File: src/rtl/mem_bridge_pkg.sv
// Shared types and encodings for the IFU/LSU to AXI4-Lite memory bridge.
package mem_bridge_pkg;

   typedef enum logic [2:0] {
      StIdle,
      StAr,
      StR,
      StW,
      StB,
      StDone
   } state_e;

   localparam logic [1:0] MEM_SIZE_BYTE = 2'd0;
   localparam logic [1:0] MEM_SIZE_HALF = 2'd1;
   localparam logic [1:0] MEM_SIZE_WORD = 2'd2;

   localparam logic [1:0] AXI_RESP_OKAY = 2'b00;

   localparam logic SRC_IFU = 1'b0;
   localparam logic SRC_LSU = 1'b1;

endpackage

File: src/rtl/mem_bridge_if.sv
// Core-side request/response ports plus the AXI4-Lite master channel of the bridge.
interface mem_bridge_if;

   logic        ifu_reqValid;
   logic [31:0] ifu_addr;
   logic        ifu_respValid;
   logic [31:0] ifu_rdata;

   logic        lsu_reqValid;
   logic [31:0] lsu_addr;
   logic [1:0]  lsu_size;
   logic        lsu_wen;
   logic [31:0] lsu_wdata;
   logic [3:0]  lsu_wmask;
   logic        lsu_respValid;
   logic [31:0] lsu_rdata;
   logic        lsu_fault;

   logic [31:0] araddr;
   logic        arvalid;
   logic        arready;
   logic [31:0] rdata;
   logic [1:0]  rresp;
   logic        rvalid;
   logic        rready;
   logic [31:0] awaddr;
   logic        awvalid;
   logic        awready;
   logic [31:0] wdata;
   logic [3:0]  wstrb;
   logic        wvalid;
   logic        wready;
   logic [1:0]  bresp;
   logic        bvalid;
   logic        bready;

   // Bridge view.
   modport master (
      input  ifu_reqValid, ifu_addr,
      output ifu_respValid, ifu_rdata,
      input  lsu_reqValid, lsu_addr, lsu_size, lsu_wen, lsu_wdata, lsu_wmask,
      output lsu_respValid, lsu_rdata, lsu_fault,
      output araddr, arvalid, rready, awaddr, awvalid, wdata, wstrb, wvalid, bready,
      input  arready, rdata, rresp, rvalid, awready, wready, bresp, bvalid
   );

   // Core and bus-slave view.
   modport slave (
      output ifu_reqValid, ifu_addr,
      input  ifu_respValid, ifu_rdata,
      output lsu_reqValid, lsu_addr, lsu_size, lsu_wen, lsu_wdata, lsu_wmask,
      input  lsu_respValid, lsu_rdata, lsu_fault,
      input  araddr, arvalid, rready, awaddr, awvalid, wdata, wstrb, wvalid, bready,
      output arready, rdata, rresp, rvalid, awready, wready, bresp, bvalid
   );

endinterface

File: src/rtl/mem_lane.sv
// Byte-lane steering: write data/strobe shift, read shift and zero-fill, misalignment check.
module mem_lane
   import mem_bridge_pkg::*;
(
   input  logic [1:0]  addr_i,
   input  logic [1:0]  size_i,
   input  logic [31:0] wdata_i,
   input  logic [3:0]  wmask_i,
   input  logic [31:0] rdata_i,
   output logic [31:0] wdata_o,
   output logic [3:0]  wstrb_o,
   output logic [31:0] rdata_o,
   output logic        misaligned_o
);

   logic [4:0]  bit_off;
   logic [31:0] rdata_sh;

   always_comb begin
      bit_off      = {addr_i, 3'b000};
      wdata_o      = wdata_i << bit_off;
      wstrb_o      = wmask_i << addr_i;
      rdata_sh     = rdata_i >> bit_off;
      rdata_o      = rdata_sh;
      misaligned_o = 1'b0;
      // The reserved size encoding is treated like a word.
      case (size_i)
         MEM_SIZE_BYTE: rdata_o = {24'h0, rdata_sh[7:0]};
         MEM_SIZE_HALF: begin
            rdata_o      = {16'h0, rdata_sh[15:0]};
            misaligned_o = addr_i[0];
         end
         default: misaligned_o = |addr_i;
      endcase
   end

endmodule

File: src/rtl/mem_bridge.sv
// Arbitrates IFU and LSU requests onto one AXI4-Lite master, one transaction outstanding.
module mem_bridge
   import mem_bridge_pkg::*;
(
   input logic          clock,
   input logic          reset,
   mem_bridge_if.master bus
);

   state_e      state_q, state_d;
   logic        src_q, src_d;
   logic [31:0] addr_q, addr_d;
   logic [1:0]  size_q, size_d;
   logic [31:0] wdata_q, wdata_d;
   logic [3:0]  wstrb_q, wstrb_d;
   logic        aw_done_q, aw_done_d;
   logic        w_done_q, w_done_d;
   logic        ifu_resp_q, ifu_resp_d;
   logic        lsu_resp_q, lsu_resp_d;
   logic        lsu_fault_q, lsu_fault_d;
   logic [31:0] ifu_rdata_q, ifu_rdata_d;
   logic [31:0] lsu_rdata_q, lsu_rdata_d;

   logic        lsu_win;
   logic [31:0] req_addr;
   logic [1:0]  req_size;
   logic [1:0]  lane_addr, lane_size;
   logic [31:0] lane_wdata, lane_rdata;
   logic [3:0]  lane_wstrb;
   logic        lane_misaligned;

   // The lane sees the incoming request while idle and the latched access afterwards.
   always_comb begin
      lsu_win   = bus.lsu_reqValid;
      req_addr  = lsu_win ? bus.lsu_addr : bus.ifu_addr;
      req_size  = lsu_win ? bus.lsu_size : MEM_SIZE_WORD;
      lane_addr = (state_q == StIdle) ? req_addr[1:0] : addr_q[1:0];
      lane_size = (state_q == StIdle) ? req_size : size_q;
   end

   mem_lane u_lane (
      .addr_i       (lane_addr),
      .size_i       (lane_size),
      .wdata_i      (bus.lsu_wdata),
      .wmask_i      (bus.lsu_wmask),
      .rdata_i      (bus.rdata),
      .wdata_o      (lane_wdata),
      .wstrb_o      (lane_wstrb),
      .rdata_o      (lane_rdata),
      .misaligned_o (lane_misaligned)
   );

   always_comb begin
      state_d     = state_q;
      src_d       = src_q;
      addr_d      = addr_q;
      size_d      = size_q;
      wdata_d     = wdata_q;
      wstrb_d     = wstrb_q;
      aw_done_d   = aw_done_q;
      w_done_d    = w_done_q;
      ifu_rdata_d = ifu_rdata_q;
      lsu_rdata_d = lsu_rdata_q;
      ifu_resp_d  = 1'b0;
      lsu_resp_d  = 1'b0;
      lsu_fault_d = 1'b0;

      // Response flops are loaded on the transition into StDone so they are live during it.
      unique case (state_q)
         StIdle: begin
            if (bus.lsu_reqValid || bus.ifu_reqValid) begin
               src_d     = lsu_win ? SRC_LSU : SRC_IFU;
               addr_d    = req_addr;
               size_d    = req_size;
               wdata_d   = lane_wdata;
               wstrb_d   = lane_wstrb;
               aw_done_d = 1'b0;
               w_done_d  = 1'b0;
               if (lsu_win && lane_misaligned) begin
                  state_d     = StDone;
                  lsu_resp_d  = 1'b1;
                  lsu_fault_d = 1'b1;
                  lsu_rdata_d = 32'h0;
               end else if (lsu_win && bus.lsu_wen) begin
                  state_d = StW;
               end else begin
                  state_d = StAr;
               end
            end
         end
         StAr: begin
            if (bus.arready) state_d = StR;
         end
         StR: begin
            if (bus.rvalid) begin
               state_d = StDone;
               if (src_q == SRC_LSU) begin
                  lsu_resp_d  = 1'b1;
                  lsu_rdata_d = lane_rdata;
                  lsu_fault_d = (bus.rresp != AXI_RESP_OKAY);
               end else begin
                  ifu_resp_d  = 1'b1;
                  ifu_rdata_d = bus.rdata;
               end
            end
         end
         StW: begin
            aw_done_d = aw_done_q | bus.awready;
            w_done_d  = w_done_q | bus.wready;
            if (aw_done_d && w_done_d) state_d = StB;
         end
         StB: begin
            if (bus.bvalid) begin
               state_d     = StDone;
               lsu_resp_d  = 1'b1;
               lsu_rdata_d = 32'h0;
               lsu_fault_d = (bus.bresp != AXI_RESP_OKAY);
            end
         end
         StDone: state_d = StIdle;
         default: state_d = StIdle;
      endcase
   end

   always_ff @(posedge clock) begin
      if (reset) begin
         state_q     <= StIdle;
         src_q       <= SRC_IFU;
         addr_q      <= 32'h0;
         size_q      <= MEM_SIZE_BYTE;
         wdata_q     <= 32'h0;
         wstrb_q     <= 4'h0;
         aw_done_q   <= 1'b0;
         w_done_q    <= 1'b0;
         ifu_resp_q  <= 1'b0;
         lsu_resp_q  <= 1'b0;
         lsu_fault_q <= 1'b0;
         ifu_rdata_q <= 32'h0;
         lsu_rdata_q <= 32'h0;
      end else begin
         state_q     <= state_d;
         src_q       <= src_d;
         addr_q      <= addr_d;
         size_q      <= size_d;
         wdata_q     <= wdata_d;
         wstrb_q     <= wstrb_d;
         aw_done_q   <= aw_done_d;
         w_done_q    <= w_done_d;
         ifu_resp_q  <= ifu_resp_d;
         lsu_resp_q  <= lsu_resp_d;
         lsu_fault_q <= lsu_fault_d;
         ifu_rdata_q <= ifu_rdata_d;
         lsu_rdata_q <= lsu_rdata_d;
      end
   end

   assign bus.arvalid       = (state_q == StAr);
   assign bus.araddr        = addr_q;
   assign bus.rready        = (state_q == StR);
   assign bus.awvalid       = (state_q == StW) && !aw_done_q;
   assign bus.awaddr        = addr_q;
   assign bus.wvalid        = (state_q == StW) && !w_done_q;
   assign bus.wdata         = wdata_q;
   assign bus.wstrb         = wstrb_q;
   assign bus.bready        = (state_q == StB);
   assign bus.ifu_respValid = ifu_resp_q;
   assign bus.ifu_rdata     = ifu_rdata_q;
   assign bus.lsu_respValid = lsu_resp_q;
   assign bus.lsu_rdata     = lsu_rdata_q;
   assign bus.lsu_fault     = lsu_fault_q;

endmodule

File: src/flat_wrapper.sv
// flat-port wrapper written by rule: the top's interface ports become plain ports
module mem_bridge_flat import mem_bridge_pkg::*;
  (clock, reset, bus_ifu_reqValid, bus_ifu_addr, bus_ifu_respValid, bus_ifu_rdata, bus_lsu_reqValid, bus_lsu_addr, bus_lsu_size, bus_lsu_wen, bus_lsu_wdata, bus_lsu_wmask, bus_lsu_respValid, bus_lsu_rdata, bus_lsu_fault, bus_araddr, bus_arvalid, bus_rready, bus_awaddr, bus_awvalid, bus_wdata, bus_wstrb, bus_wvalid, bus_bready, bus_arready, bus_rdata, bus_rresp, bus_rvalid, bus_awready, bus_wready, bus_bresp, bus_bvalid);
  mem_bridge_if bus_i ();
  input logic clock;
  input logic reset;
  input wire logic [$bits(bus_i.ifu_reqValid)-1:0] bus_ifu_reqValid;
  input wire logic [$bits(bus_i.ifu_addr)-1:0] bus_ifu_addr;
  output wire logic [$bits(bus_i.ifu_respValid)-1:0] bus_ifu_respValid;
  output wire logic [$bits(bus_i.ifu_rdata)-1:0] bus_ifu_rdata;
  input wire logic [$bits(bus_i.lsu_reqValid)-1:0] bus_lsu_reqValid;
  input wire logic [$bits(bus_i.lsu_addr)-1:0] bus_lsu_addr;
  input wire logic [$bits(bus_i.lsu_size)-1:0] bus_lsu_size;
  input wire logic [$bits(bus_i.lsu_wen)-1:0] bus_lsu_wen;
  input wire logic [$bits(bus_i.lsu_wdata)-1:0] bus_lsu_wdata;
  input wire logic [$bits(bus_i.lsu_wmask)-1:0] bus_lsu_wmask;
  output wire logic [$bits(bus_i.lsu_respValid)-1:0] bus_lsu_respValid;
  output wire logic [$bits(bus_i.lsu_rdata)-1:0] bus_lsu_rdata;
  output wire logic [$bits(bus_i.lsu_fault)-1:0] bus_lsu_fault;
  output wire logic [$bits(bus_i.araddr)-1:0] bus_araddr;
  output wire logic [$bits(bus_i.arvalid)-1:0] bus_arvalid;
  output wire logic [$bits(bus_i.rready)-1:0] bus_rready;
  output wire logic [$bits(bus_i.awaddr)-1:0] bus_awaddr;
  output wire logic [$bits(bus_i.awvalid)-1:0] bus_awvalid;
  output wire logic [$bits(bus_i.wdata)-1:0] bus_wdata;
  output wire logic [$bits(bus_i.wstrb)-1:0] bus_wstrb;
  output wire logic [$bits(bus_i.wvalid)-1:0] bus_wvalid;
  output wire logic [$bits(bus_i.bready)-1:0] bus_bready;
  input wire logic [$bits(bus_i.arready)-1:0] bus_arready;
  input wire logic [$bits(bus_i.rdata)-1:0] bus_rdata;
  input wire logic [$bits(bus_i.rresp)-1:0] bus_rresp;
  input wire logic [$bits(bus_i.rvalid)-1:0] bus_rvalid;
  input wire logic [$bits(bus_i.awready)-1:0] bus_awready;
  input wire logic [$bits(bus_i.wready)-1:0] bus_wready;
  input wire logic [$bits(bus_i.bresp)-1:0] bus_bresp;
  input wire logic [$bits(bus_i.bvalid)-1:0] bus_bvalid;
  assign bus_i.ifu_reqValid = bus_ifu_reqValid;
  assign bus_i.ifu_addr = bus_ifu_addr;
  assign bus_ifu_respValid = bus_i.ifu_respValid;
  assign bus_ifu_rdata = bus_i.ifu_rdata;
  assign bus_i.lsu_reqValid = bus_lsu_reqValid;
  assign bus_i.lsu_addr = bus_lsu_addr;
  assign bus_i.lsu_size = bus_lsu_size;
  assign bus_i.lsu_wen = bus_lsu_wen;
  assign bus_i.lsu_wdata = bus_lsu_wdata;
  assign bus_i.lsu_wmask = bus_lsu_wmask;
  assign bus_lsu_respValid = bus_i.lsu_respValid;
  assign bus_lsu_rdata = bus_i.lsu_rdata;
  assign bus_lsu_fault = bus_i.lsu_fault;
  assign bus_araddr = bus_i.araddr;
  assign bus_arvalid = bus_i.arvalid;
  assign bus_rready = bus_i.rready;
  assign bus_awaddr = bus_i.awaddr;
  assign bus_awvalid = bus_i.awvalid;
  assign bus_wdata = bus_i.wdata;
  assign bus_wstrb = bus_i.wstrb;
  assign bus_wvalid = bus_i.wvalid;
  assign bus_bready = bus_i.bready;
  assign bus_i.arready = bus_arready;
  assign bus_i.rdata = bus_rdata;
  assign bus_i.rresp = bus_rresp;
  assign bus_i.rvalid = bus_rvalid;
  assign bus_i.awready = bus_awready;
  assign bus_i.wready = bus_wready;
  assign bus_i.bresp = bus_bresp;
  assign bus_i.bvalid = bus_bvalid;
  mem_bridge u_core (.clock(clock), .reset(reset), .bus(bus_i));
endmodule
File: config.mk
export PLATFORM = sky130hd
export DESIGN_NAME = mem_bridge_flat
export DESIGN_NICKNAME = d
export VERILOG_FILES = /design/src/rtl/mem_bridge_pkg.sv /design/src/rtl/mem_bridge_if.sv /design/src/rtl/mem_lane.sv /design/src/rtl/mem_bridge.sv /design/src/flat_wrapper.sv
export SDC_FILE = /design/constraint.sdc
export NUM_CORES = 1
export LEC_CHECK = 0
export CAP_MARGIN = 5
export CORE_UTILIZATION = 40
export DETAILED_ROUTE_END_ITERATION = 6
export GPL_TIMING_DRIVEN = 0
export HOLD_SLACK_MARGIN = 0.12
export PLACE_DENSITY = 0.79
export SYNTH_ARGS = -nofsm -noshare
export SYNTH_HDL_FRONTEND = slang
export SYNTH_SLANG_ARGS = --single-unit
File: constraint.sdc
create_clock -name clock -period 4.39 [get_ports clock]
set_input_delay 0.878 -clock clock [delete_from_list [all_inputs] [get_ports clock]]
set_output_delay 0.878 -clock clock [all_outputs]
set_load 0.05 [all_outputs]
==> results_dict.tcl <==
set metrics [dict create \
    status "finished clean" \
    slowest_stage "clkdlybuf4s50_1" \
    drc_errors 0 \
    ys_async_sr_fraction_pct 0 \
    drive_above_1_share_pct 12.4 \
    htreeDepth 4 \
    holdPathStages 2 \
    initial_core_util_pct 41.5 \
    hold_buffers 0 \
    setup_viol 0 \
    cap_violations 0 \
    diodes 0 \
    dp_cells 1251 \
    ys_seq_area_share_pct 43.0 \
    cts_max_path_buffers 2 \
    hold_path.class "register to register" \
    ant_nets 0 \
    critical_path.startpoint_type "register" \
    root_buffer "clkbuf_16" \
    reg2regPathDepth 7 \
    rows 46 \
    postCtsSetupBuffers 0 \
    ios 320 \
    top_usage_layer "met2" \
    required_ns 3.51 \
    dr.pass1.iters 5 \
    avgSynthCellArea_um2 9.29 \
    drt_first_iter_violations 283 \
    yosysTopAreaCellShare_pct 43.0 \
    worst_pin_slew_ns 1.04 \
    seq_area_um2 2860 \
    cp_cell_sequence "buf_2, nor2b_1, nand2_1, nor2_1, clkdlybuf4s50_1" \
    utilization_pct 66.6 \
    clock-skew-final_ns 0.00857 \
    antenna_found_initial 0 \
    use_met3_pct 7.06 \
    yosys_warnings 0 \
    synth_fp_nets 865 \
    fin_crit_ns 3.39 \
    area_growth_pct 60.6 \
    setup.worst_path.end_class "primary output" \
    fin_cells 1283 \
    yosysUniqueCellTypes 49 \
    fp.dieArea_um2 17200 \
    tns_ns 0 \
    numCtsBuffers 17 \
    overflow 0 \
    synth_seq_cells 143 \
    fmax_mhz 295 \
    finalCritPeriodShare_pct 77.2 \
    wl_per_cell_um 19.2 \
    layout_setup_ws_ns 1.00 \
    power_density_nw_per_um2 754 \
    totalWireLength_um 24600 \
    vias 6759 \
    met2_usage_pct 50.0 \
    ir_drop_mv 0.396 \
    slew_headroom_pct 29.9 \
    cts.sinks 143 \
    grt_max_degree 17 \
    ys.flop_type "dfxtp_1" \
    criticalPathCategory "register to primary output" \
    syn_inst 717 \
    yosys-top-cells-count "dfxtp_1, nor2_1, nand2_1" \
    max_stage_delay_ns 0.82 \
    place_congestion 0.846 \
    hold_slack_ns 0.455 \
    cts-resized-gates 0 \
    hpwlAfterDp_um 18800 \
    core_area_um2 16100 \
    synth_area_leader_cell "dfxtp_1" \
    p_leak_nw 4.03 \
    io_buffers 318 \
    clock_latency_ns 0.42 \
    crit_arrival_ns 2.51 \
    first_global_vias 6512 \
    syn_area_um2 6660 \
    hold_violations 0 \
    place_ws_ns 1.10 \
    grt_pass1_wl_um 36200 \
    die_w_um 131 \
    avgViaCountPerCell 5.27 \
    yosysMostFrequentCell "dfxtp_1" \
    layout.nets 1202 \
    die_y_um 131 \
    grt_use_met1_pct 32.7 \
    multiInputGateArea_um2 3320 \
    slew_violations 0 \
    rsz0062_at_grt "no" \
    synth_edf_count 0 \
    grt_usage_pct 28.5 \
    clkTransAtPathRegs_ns 0.06 \
    fillers 1297 \
    cts_tree "built" \
    synth_area_leaders "dfxtp_1, mux2i_1, mux2_2" \
    worstPathMaxFanout 10 \
]
path summary, 6_finish.rpt:
path,end,slack (ns),from
max,bus_wvalid,1.00,u_core.state_q[1]
min,u_core.bus.ifu_rdata[13],0.45,u_core.bus.ifu_rdata[13]
max reg2reg,u_core.bus.wdata[21],1.87,u_core.state_q[0]
min reg2reg,u_core.bus.ifu_rdata[13],0.45,u_core.bus.ifu_rdata[13]
flip-flops by register name, indices dropped and copies added, names as in the netlist, 2 cells and up:
register	cells
u_core.bus.araddr	32
u_core.bus.ifu_rdata	32
u_core.bus.lsu_rdata	32
u_core.bus.wdata	32
u_core.bus.wstrb	4
u_core.state_q	3
u_core.size_q	2
placed cells by master (no fill, tap or decap), drive strengths merged, types with 11 or more instances in the layout:
master           n
clkdlybuf4s50  318
dfxtp          143
nor2            79
nand2           76
mux2i           58
clkbuf          52
buf             51
a21oi           39
mux2            36
a211oi          32
a22oi           28
o2bb2ai         16
nor3            15
nor2b           13
nand2b          11
per-layer routing:
| layer | part of all wire (%) | up-vias |
|---|---|---|
| li1 | - | 3242 |
| met5 | 0 | - |
| met1 | 40 | 3184 |
| met3 | 7.6 | 51 |
| met4 | 3.1 | 0 |
| met2 | 49 | 282 |
worst max-delay path, delay by kind of cell, from the launching register on:
family	cells	cell delay (ns)
buf+inv	2	1.07
simple gates	3	0.58
flops	1	0.44
power by group:
part           internal [mW]  switching, mW
registers               1.62          0.249
clock network          0.815          0.620
logic                   1.74           3.03
cell type report:
cell class              instances  area share [%]
multi-input cells             488            31.1
repair buffers                318            29.7
flip-flops and latches        143            26.8
plain buffers                  85            4.41
clock buffers                  18            4.10
well taps                     216            2.53
clock inverters                14            1.38
inverters                       1          0.0351
stage by stage:
stage               area (um2)  power [mW]
finish                   10700        8.07
global route             10700        8.46
CTS                      10700        8.09
detailed placement       10100        6.65
global placement         10100        6.61
floorplan                 6660        5.13
cell families after synthesis:
kind of cell | count (synthesis) | synth area share (%)
AND/OR/NAND/NOR | 220 | 15.2
AO/OA/AOI/OAI | 173 | 19.2
flip-flops | 143 | 43.0
multiplexers | 95 | 15.5
buffers and inverters | 86 | 7.14
Note: power is estimated with default switching activity, not from simulation.
